[src/rtl/parity_pop_scheduler_pkg.sv]
// Shared types and parity helpers for the parity-tagged FIFO pop scheduler.
// Words are passed zero-extended to MAX_WORD_W so one function serves any payload width.
`timescale 1ns/1ps
package parity_pop_scheduler_pkg;

   typedef enum logic [1:0] {
      IDLE  = 2'd0,
      SERVE = 2'd1,
      HALT  = 2'd2
   } sched_state_t;

   localparam int MAX_WORD_W = 64;

   // sel=1: parity bit sits just above the payload (bit dw); sel=0: bit 0
   function automatic logic parity_ok(input logic [MAX_WORD_W-1:0] word,
                                      input int                    dw,
                                      input logic                  sel,
                                      input logic                  even_odd);
      logic pbit;
      pbit = sel ? word[dw[5:0]] : word[0];
      return (pbit == even_odd);
   endfunction

   function automatic logic [MAX_WORD_W-1:0] strip_parity(input logic [MAX_WORD_W-1:0] word,
                                                           input int                    dw,
                                                           input logic                  sel);
      logic [MAX_WORD_W-1:0] mask;
      mask = (64'd1 << dw[5:0]) - 64'd1;
      return sel ? (word & mask) : ((word >> 1) & mask);
   endfunction

endpackage

[src/rtl/parity_pop_scheduler_if.sv]
// FIFO pop side, receiver side and status signals of the scheduler.
// Handshake: a word moves when valid and ready are both high in the same cycle; pop_grant_fifo marks that cycle.
`timescale 1ns/1ps
interface parity_pop_scheduler_if #(
   parameter int DATA_WIDTH = 8,
   parameter int NUM_RX     = 2,
   parameter int ERR_CNT_W  = 8
);
   import parity_pop_scheduler_pkg::*;

   localparam int IDW = $clog2(NUM_RX);

   logic [DATA_WIDTH:0]   data_in;
   logic                  pop_valid_fifo;
   logic                  pop_grant_fifo;
   logic [NUM_RX-1:0]     rx_req;
   logic [NUM_RX-1:0]     pop_grant_receiver;
   logic [NUM_RX-1:0]     pop_valid_receiver;
   logic [DATA_WIDTH-1:0] data_out;
   logic [IDW-1:0]        owner_id;
   logic                  err_clear;
   logic                  err_pulse;
   logic [ERR_CNT_W-1:0]  err_count;
   logic                  halted;
   sched_state_t          dbg_state;
   logic [7:0]            dbg_burst_cnt;

   modport master (
      input  data_in, pop_valid_fifo, rx_req, pop_grant_receiver, err_clear,
      output pop_grant_fifo, pop_valid_receiver, data_out, owner_id,
             err_pulse, err_count, halted, dbg_state, dbg_burst_cnt
   );

   modport slave (
      output data_in, pop_valid_fifo, rx_req, pop_grant_receiver, err_clear,
      input  pop_grant_fifo, pop_valid_receiver, data_out, owner_id,
             err_pulse, err_count, halted, dbg_state, dbg_burst_cnt
   );

endinterface

[src/rtl/parity_pop_scheduler_rr_arbiter.sv]
// Combinational round-robin pick: first requester after i_last_owner, wrapping modulo N.
`timescale 1ns/1ps
module parity_pop_scheduler_rr_arbiter #(
   parameter int N  = 2,
   localparam int IW = $clog2(N)
) (
   input  logic [N-1:0]  i_req,
   input  logic [IW-1:0] i_last_owner,
   output logic [IW-1:0] o_grant_idx,
   output logic          o_any_req
);

   logic [IW-1:0] w_idx;
   logic          w_found;

   always_comb begin
      o_grant_idx = '0;
      w_found     = 1'b0;
      w_idx       = '0;
      for (int k = 1; k <= N; k++) begin
         w_idx = IW'((int'(i_last_owner) + k) % N);
         if (!w_found && i_req[w_idx]) begin
            w_found     = 1'b1;
            o_grant_idx = w_idx;
         end
      end
   end

   assign o_any_req = |i_req;

endmodule

[src/rtl/parity_pop_scheduler.sv]
// Shares one parity-tagged FIFO pop port between NUM_RX receivers, round-robin with a burst limit.
// Bad-parity head words are either dropped and counted, or halt the port until err_clear.
`timescale 1ns/1ps
module parity_pop_scheduler
   import parity_pop_scheduler_pkg::*;
#(
   parameter int DATA_WIDTH        = 8,
   parameter int NUM_RX            = 2,
   parameter int EVEN_ODD          = 0,
   parameter int SELECT_PARITY_BIT = 0,
   parameter int BURST_LEN         = 4,
   parameter int DROP_BAD          = 1,
   parameter int ERR_CNT_W         = 8
) (
   input  logic                   clk,
   input  logic                   rst_n,
   parity_pop_scheduler_if.master bus
);

   localparam int IDW = $clog2(NUM_RX);
   localparam int BW  = (BURST_LEN > 1) ? $clog2(BURST_LEN) : 1;
   localparam logic [BW-1:0]        BURST_LAST = BW'(BURST_LEN - 1);
   localparam logic [ERR_CNT_W-1:0] ERR_MAX    = '1;

   sched_state_t         r_state;
   logic [IDW-1:0]       r_owner;
   logic [IDW-1:0]       r_last_owner;
   logic [BW-1:0]        r_burst_cnt;
   logic [ERR_CNT_W-1:0] r_err_count;
   logic                 r_err_pulse;

   logic              w_good;
   logic              w_serve;
   logic              w_owner_req;
   logic              w_owner_rdy;
   logic              w_deliver;
   logic              w_xfer;
   logic              w_bad;
   logic              w_drop;
   logic              w_halt_drop;
   logic              w_burst_end;
   logic              w_any_req;
   logic [IDW-1:0]    w_grant_idx;
   logic [NUM_RX-1:0] w_valid_vec;

   parity_pop_scheduler_rr_arbiter #(.N(NUM_RX)) u_arb (
      .i_req        (bus.rx_req),
      .i_last_owner (r_last_owner),
      .o_grant_idx  (w_grant_idx),
      .o_any_req    (w_any_req)
   );

   assign w_good = parity_ok(MAX_WORD_W'(bus.data_in), DATA_WIDTH,
                             SELECT_PARITY_BIT != 0, EVEN_ODD != 0);
   assign bus.data_out = DATA_WIDTH'(strip_parity(MAX_WORD_W'(bus.data_in), DATA_WIDTH,
                                                  SELECT_PARITY_BIT != 0));

   // Handshake decode straight from registered state: zero-cycle datapath latency
   assign w_serve     = (r_state == SERVE);
   assign w_owner_req = bus.rx_req[r_owner];
   assign w_owner_rdy = bus.pop_grant_receiver[r_owner];
   assign w_deliver   = w_serve && bus.pop_valid_fifo && w_good;
   assign w_xfer      = w_deliver && w_owner_rdy;
   assign w_bad       = w_serve && bus.pop_valid_fifo && !w_good;
   assign w_drop      = w_bad && (DROP_BAD != 0);
   assign w_halt_drop = (r_state == HALT) && bus.err_clear && bus.pop_valid_fifo;
   assign w_burst_end = (r_burst_cnt == BURST_LAST);

   always_comb begin
      w_valid_vec = '0;
      if (w_deliver) w_valid_vec[r_owner] = 1'b1;
   end

   assign bus.pop_valid_receiver = w_valid_vec;
   assign bus.pop_grant_fifo     = w_xfer || w_drop || w_halt_drop;
   assign bus.owner_id           = r_owner;
   assign bus.err_pulse          = r_err_pulse;
   assign bus.err_count          = r_err_count;
   assign bus.halted             = (r_state == HALT);
   assign bus.dbg_state          = r_state;
   assign bus.dbg_burst_cnt      = 8'(r_burst_cnt);

   always_ff @(posedge clk or negedge rst_n) begin
      if (!rst_n) begin
         r_state      <= IDLE;
         r_owner      <= '0;
         r_last_owner <= IDW'(NUM_RX - 1);
         r_burst_cnt  <= '0;
         r_err_count  <= '0;
         r_err_pulse  <= 1'b0;
      end else begin
         r_err_pulse <= w_drop || w_halt_drop;
         if ((w_drop || w_halt_drop) && (r_err_count != ERR_MAX))
            r_err_count <= r_err_count + 1'b1;

         case (r_state)
            IDLE: begin
               if (w_any_req) begin
                  r_owner     <= w_grant_idx;
                  r_burst_cnt <= '0;
                  r_state     <= SERVE;
               end
            end
            SERVE: begin
               // A transfer always completes before a dropped request is honoured
               if (w_xfer) begin
                  r_burst_cnt <= r_burst_cnt + 1'b1;
                  if (w_burst_end) begin
                     r_last_owner <= r_owner;
                     r_state      <= IDLE;
                  end
               end else if (w_bad && (DROP_BAD == 0)) begin
                  r_state <= HALT;
               end else if (!w_owner_req) begin
                  r_last_owner <= r_owner;
                  r_state      <= IDLE;
               end
            end
            HALT: begin
               if (bus.err_clear) begin
                  r_last_owner <= r_owner;
                  r_state      <= IDLE;
               end
            end
            default: r_state <= IDLE;
         endcase
      end
   end

endmodule

[src/flat_wrapper.sv]
// flat-port wrapper written by rule: the top's interface ports become plain ports
module parity_pop_scheduler_flat import parity_pop_scheduler_pkg::*;
#(
   parameter int DATA_WIDTH        = 8,
   parameter int NUM_RX            = 2,
   parameter int EVEN_ODD          = 0,
   parameter int SELECT_PARITY_BIT = 0,
   parameter int BURST_LEN         = 4,
   parameter int DROP_BAD          = 1,
   parameter int ERR_CNT_W         = 8
)
  (clk, rst_n, bus_data_in, bus_pop_valid_fifo, bus_rx_req, bus_pop_grant_receiver, bus_err_clear, bus_pop_grant_fifo, bus_pop_valid_receiver, bus_data_out, bus_owner_id, bus_err_pulse, bus_err_count, bus_halted, bus_dbg_state, bus_dbg_burst_cnt);
  parity_pop_scheduler_if #(.DATA_WIDTH(DATA_WIDTH), .NUM_RX(NUM_RX), .ERR_CNT_W(ERR_CNT_W)) bus_i ();
  input  logic clk;
  input  logic rst_n;
  input wire logic [$bits(bus_i.data_in)-1:0] bus_data_in;
  input wire logic [$bits(bus_i.pop_valid_fifo)-1:0] bus_pop_valid_fifo;
  input wire logic [$bits(bus_i.rx_req)-1:0] bus_rx_req;
  input wire logic [$bits(bus_i.pop_grant_receiver)-1:0] bus_pop_grant_receiver;
  input wire logic [$bits(bus_i.err_clear)-1:0] bus_err_clear;
  output wire logic [$bits(bus_i.pop_grant_fifo)-1:0] bus_pop_grant_fifo;
  output wire logic [$bits(bus_i.pop_valid_receiver)-1:0] bus_pop_valid_receiver;
  output wire logic [$bits(bus_i.data_out)-1:0] bus_data_out;
  output wire logic [$bits(bus_i.owner_id)-1:0] bus_owner_id;
  output wire logic [$bits(bus_i.err_pulse)-1:0] bus_err_pulse;
  output wire logic [$bits(bus_i.err_count)-1:0] bus_err_count;
  output wire logic [$bits(bus_i.halted)-1:0] bus_halted;
  output wire logic [$bits(bus_i.dbg_state)-1:0] bus_dbg_state;
  output wire logic [$bits(bus_i.dbg_burst_cnt)-1:0] bus_dbg_burst_cnt;
  assign bus_i.data_in = bus_data_in;
  assign bus_i.pop_valid_fifo = bus_pop_valid_fifo;
  assign bus_i.rx_req = bus_rx_req;
  assign bus_i.pop_grant_receiver = bus_pop_grant_receiver;
  assign bus_i.err_clear = bus_err_clear;
  assign bus_pop_grant_fifo = bus_i.pop_grant_fifo;
  assign bus_pop_valid_receiver = bus_i.pop_valid_receiver;
  assign bus_data_out = bus_i.data_out;
  assign bus_owner_id = bus_i.owner_id;
  assign bus_err_pulse = bus_i.err_pulse;
  assign bus_err_count = bus_i.err_count;
  assign bus_halted = bus_i.halted;
  assign bus_dbg_state = bus_i.dbg_state;
  assign bus_dbg_burst_cnt = bus_i.dbg_burst_cnt;
  parity_pop_scheduler #(.DATA_WIDTH(DATA_WIDTH), .NUM_RX(NUM_RX), .EVEN_ODD(EVEN_ODD), .SELECT_PARITY_BIT(SELECT_PARITY_BIT), .BURST_LEN(BURST_LEN), .DROP_BAD(DROP_BAD), .ERR_CNT_W(ERR_CNT_W)) u_core (.clk(clk), .rst_n(rst_n), .bus(bus_i));
endmodule
[config.mk]
export PLATFORM = sky130hd
export DESIGN_NAME = parity_pop_scheduler_flat
export DESIGN_NICKNAME = d
export VERILOG_FILES = /design/src/rtl/parity_pop_scheduler_pkg.sv /design/src/rtl/parity_pop_scheduler_if.sv /design/src/rtl/parity_pop_scheduler_rr_arbiter.sv /design/src/rtl/parity_pop_scheduler.sv /design/src/flat_wrapper.sv
export SDC_FILE = /design/constraint.sdc
export NUM_CORES = 1
export LEC_CHECK = 0
export ABC_AREA = 0
export CAP_MARGIN = 20
export CORE_MARGIN = 4
export CORE_UTILIZATION = 40
export DETAILED_ROUTE_END_ITERATION = 12
export PLACE_DENSITY_LB_ADDON = 0.25
export REMOVE_ABC_BUFFERS = 1
export SYNTH_ARGS = -nofsm -noshare
export SYNTH_HDL_FRONTEND = slang
export SYNTH_SLANG_ARGS = --single-unit
[constraint.sdc]
create_clock -name clk -period 2.9 [get_ports clk]
set_input_delay 0.435 -clock clk [delete_from_list [all_inputs] [get_ports clk]]
set_output_delay 0.435 -clock clk [all_outputs]
set_load 0.01 [all_outputs]
==> impl_metrics.ini <==
[placed_design]
port-buffer-count = 23
dp_cells = 120
detailedPlace.worstSlack_ns = 0.391
place_hpwl_um = 1280
place_congestion = 0.770

[cts]
htree_num_levels = 1
cts_tree = yes
cts_resized = 0
cts_setup_buffers = 0
clk_latency_ns = 0.27
numCtsBuffers = 3
cts_root_buffer = clkbuf_4
numClockSinks = 14
path_clk_slew_ns = 0.07
ctsHoldBuffers = 0
cts_buffer_depth = 2

[setup_path]
path_class = primary input to output port
cpMaxStageDelayCell = clkdlybuf4s50_1
critPathTopFamily = buffers and inverters
cpPeakStageDelay_ns = 0.52
start_kind = primary input
crit_top_cell = clkdlybuf4s50_1
crit_path_start = bus_data_in[0]
worstSetupEndpointType = output port
critPathBufInv = 2
worstPathMaxFanout = 6
arrival_ns = 2.07
worstPathRequired_ns = 2.47
r2r_start = u_core.bus.owner_id$_DFFE_PN0P_
crit_path_cell_trace = clkdlybuf4s50_1 > nand3b_2 > nor2_4 > or2_2 > clkdlybuf4s50_1

[power_and_ir_drop]
p_int_uw = 549
p_per_area_nw_per_um2 = 802
swShare_pct = 35.2
pwr-share-seq_pct = 42.1
p_leak_nw = 0.457
clkPwrFrac_pct = 13.1
combinationalPowerShare_pct = 44.8
p_switching_uw = 298
ir_drop_v = 0.000514

[grt]
grt_pass1_vias = 581
grt_util_all_layers_pct = 12.3
grt_max_degree = 15
grt_pass1_wl_um = 2530
grt_overflow_total = 0
antenna_found_initial = 0

[sta]
worst_slack_ns = 0.399
setup_viol = 0
finalHoldViolCount = 0
worstMarginPinSlew_ns = 0.614
min_period_ns = 2.50
slew_viol_final = 0
final.setup.tns_ns = 0
clock_skew_ns = 0.00646
grt_setup_unrepaired = false
slew-limit-headroom_pct = 59.0
fmax_mhz = 400
timing.final.crit_share_pct = 86.2

[floorplan]
die-area_um2 = 3000
die_w_um = 54.8
start_util_pct = 43.3
coreArea_um2 = 2020
die_h_um = 54.8
num_rows = 16
ios = 49

[routing]
vias = 614
ant_nets = 0
first_pass_iters = 4
drtIter0Drc = 11
wl_um = 1620
wl_per_cell_um = 13.1
via_per_inst = 4.95
post-route-drc-count = 0

[layout]
final_util_pct = 52.2
diodes = 0
num-fill-cells = 196
layout-drive-gt1-share_pct = 16.5
finalNonFillerCells = 124
fin_nets = 117
area_delta_synth_final_pct = 20.7

[min_path]
min-delay-start = u_core.bus.err_count[5]$_DFFE_PN0P_
hp-class = flop to flop

[synth]
synth_edf_count = 0
yosysWarnings = 0
postSynth.asyncResetShare_pct = 100
netlist_area_um2 = 875
ys_seq_elements = 14
synthDistinctLibCells = 34
ys_seq_area_share_pct = 40.2
ys.flop_type = dfrtp_1
synth_cells = 81
syn_area_per_cell_um2 = 10.8

[run]
maxCapViolCount = 0

[status]
status = finished, final reports clean
-- metal layers --
layer	global-route usage, %	wire (µm)	up-vias
met2	18.5	765	32
met3	7.63	154	2
met4	2.49	21	0
met5	0	0	-
li1	-	-	292
met1	15.0	681	288
-- cells in the final DEF (no fill, tap or decap), types with 2 or more instances in the layout --
cell	n
ha_1	2
inv_1	2
conb_1	8
clkbuf_4	3
clkdlybuf4s50_1	23
nor2_1	4
a31oi_1	3
xor2_1	2
xnor2_1	4
nand3_1	4
nand4_1	2
dfrtp_1	13
nand2_1	3
mux2i_1	2
-- registers in the layout, indices dropped and copies added (netlist names) --
name,count
u_core.r_burst_cnt,2
u_core.bus.owner_id,1
u_core.bus.dbg_state,1
u_core.r_last_owner,1
u_core.bus.err_count,8
u_core.bus.err_pulse,1
-- power groups by stage --
stage,logic (mW),registers [mW],clock network [mW]
2_1_floorplan,0.175,0.377,0
3_3_place_gp,0.373,0.359,0
3_5_place_dp,0.382,0.361,0
4_1_cts,0.384,0.357,0.117
5_1_grt,0.413,0.372,0.129
6_report,0.379,0.357,0.111
-- cell families (layout without fill, tap and decap cells) --
group / after synthesis / after routing / share of synthesized area, %
AO/OA/AOI/OAI: 9 / 9 / 7.87
AND/OR/NAND/NOR: 23 / 23 / 17.2
other: 1 / 8 / 0.429
flip-flops: 14 / 14 / 40.2
XOR/XNOR: 6 / 6 / 6.01
multiplexers: 6 / 6 / 9.16
buffers and inverters: 20 / 29 / 16.3
adder cells (fa/ha/maj): 2 / 2 / 2.86
-- synthesized netlist by cell type, drive strengths merged (2+ instances only) --
library cell,number,area [µm²]
buf,18,135
dfrtp,13,325
nor2,5,26.3
nand3,4,20.0
xnor2,4,35.0
a31oi,3,18.8
and3,3,25.0
mux2,3,37.5
mux2i,3,42.5
nand2,3,11.3
ha,2,25.0
inv,2,7.51
nand4,2,12.5
o211ai,2,20.0
xor2,2,17.5
-- area by class of cell --
class                           instances  area (µm²)  share of cell area, %
Multi-Input combinational cell         54         407                   38.5
Timing Repair Buffer                   23         230                   21.8
Clock buffer                            4        26.3                   2.49
Tap cell                               27        33.8                   3.20
Sequential cell                        14         352                   33.3
Inverter                                2        7.51                  0.711
-- metrics by stage --
step                area (µm²)  power, mW  hold slack [ns]
floorplan                  766      0.552            0.139
global placement          1030      0.732            0.486
detailed placement        1030      0.744            0.507
CTS                       1060      0.858            0.518
global route              1060      0.914            0.539
finish                    1060      0.847            0.511
-- final timing paths --
check	endpoint	slack, ns	depth (start not counted)
worst max register to register	u_core.r_last_owner$_DFFE_PN1P_	1.34	4
worst min-delay path	u_core.bus.err_count[5]$_DFFE_PN0P_	0.51	1
max in group asynchronous	u_core.bus.err_count[3]$_DFFE_PN0P_	1.96	1
worst min register to register	u_core.bus.err_count[5]$_DFFE_PN0P_	0.51	1
worst max-delay path	bus_pop_grant_fifo	0.40	5
min in group asynchronous	u_core.bus.dbg_state[0]$_DFFE_PN0P_	0.54	1
No activity file was read; power rests on OpenSTA's default activity.
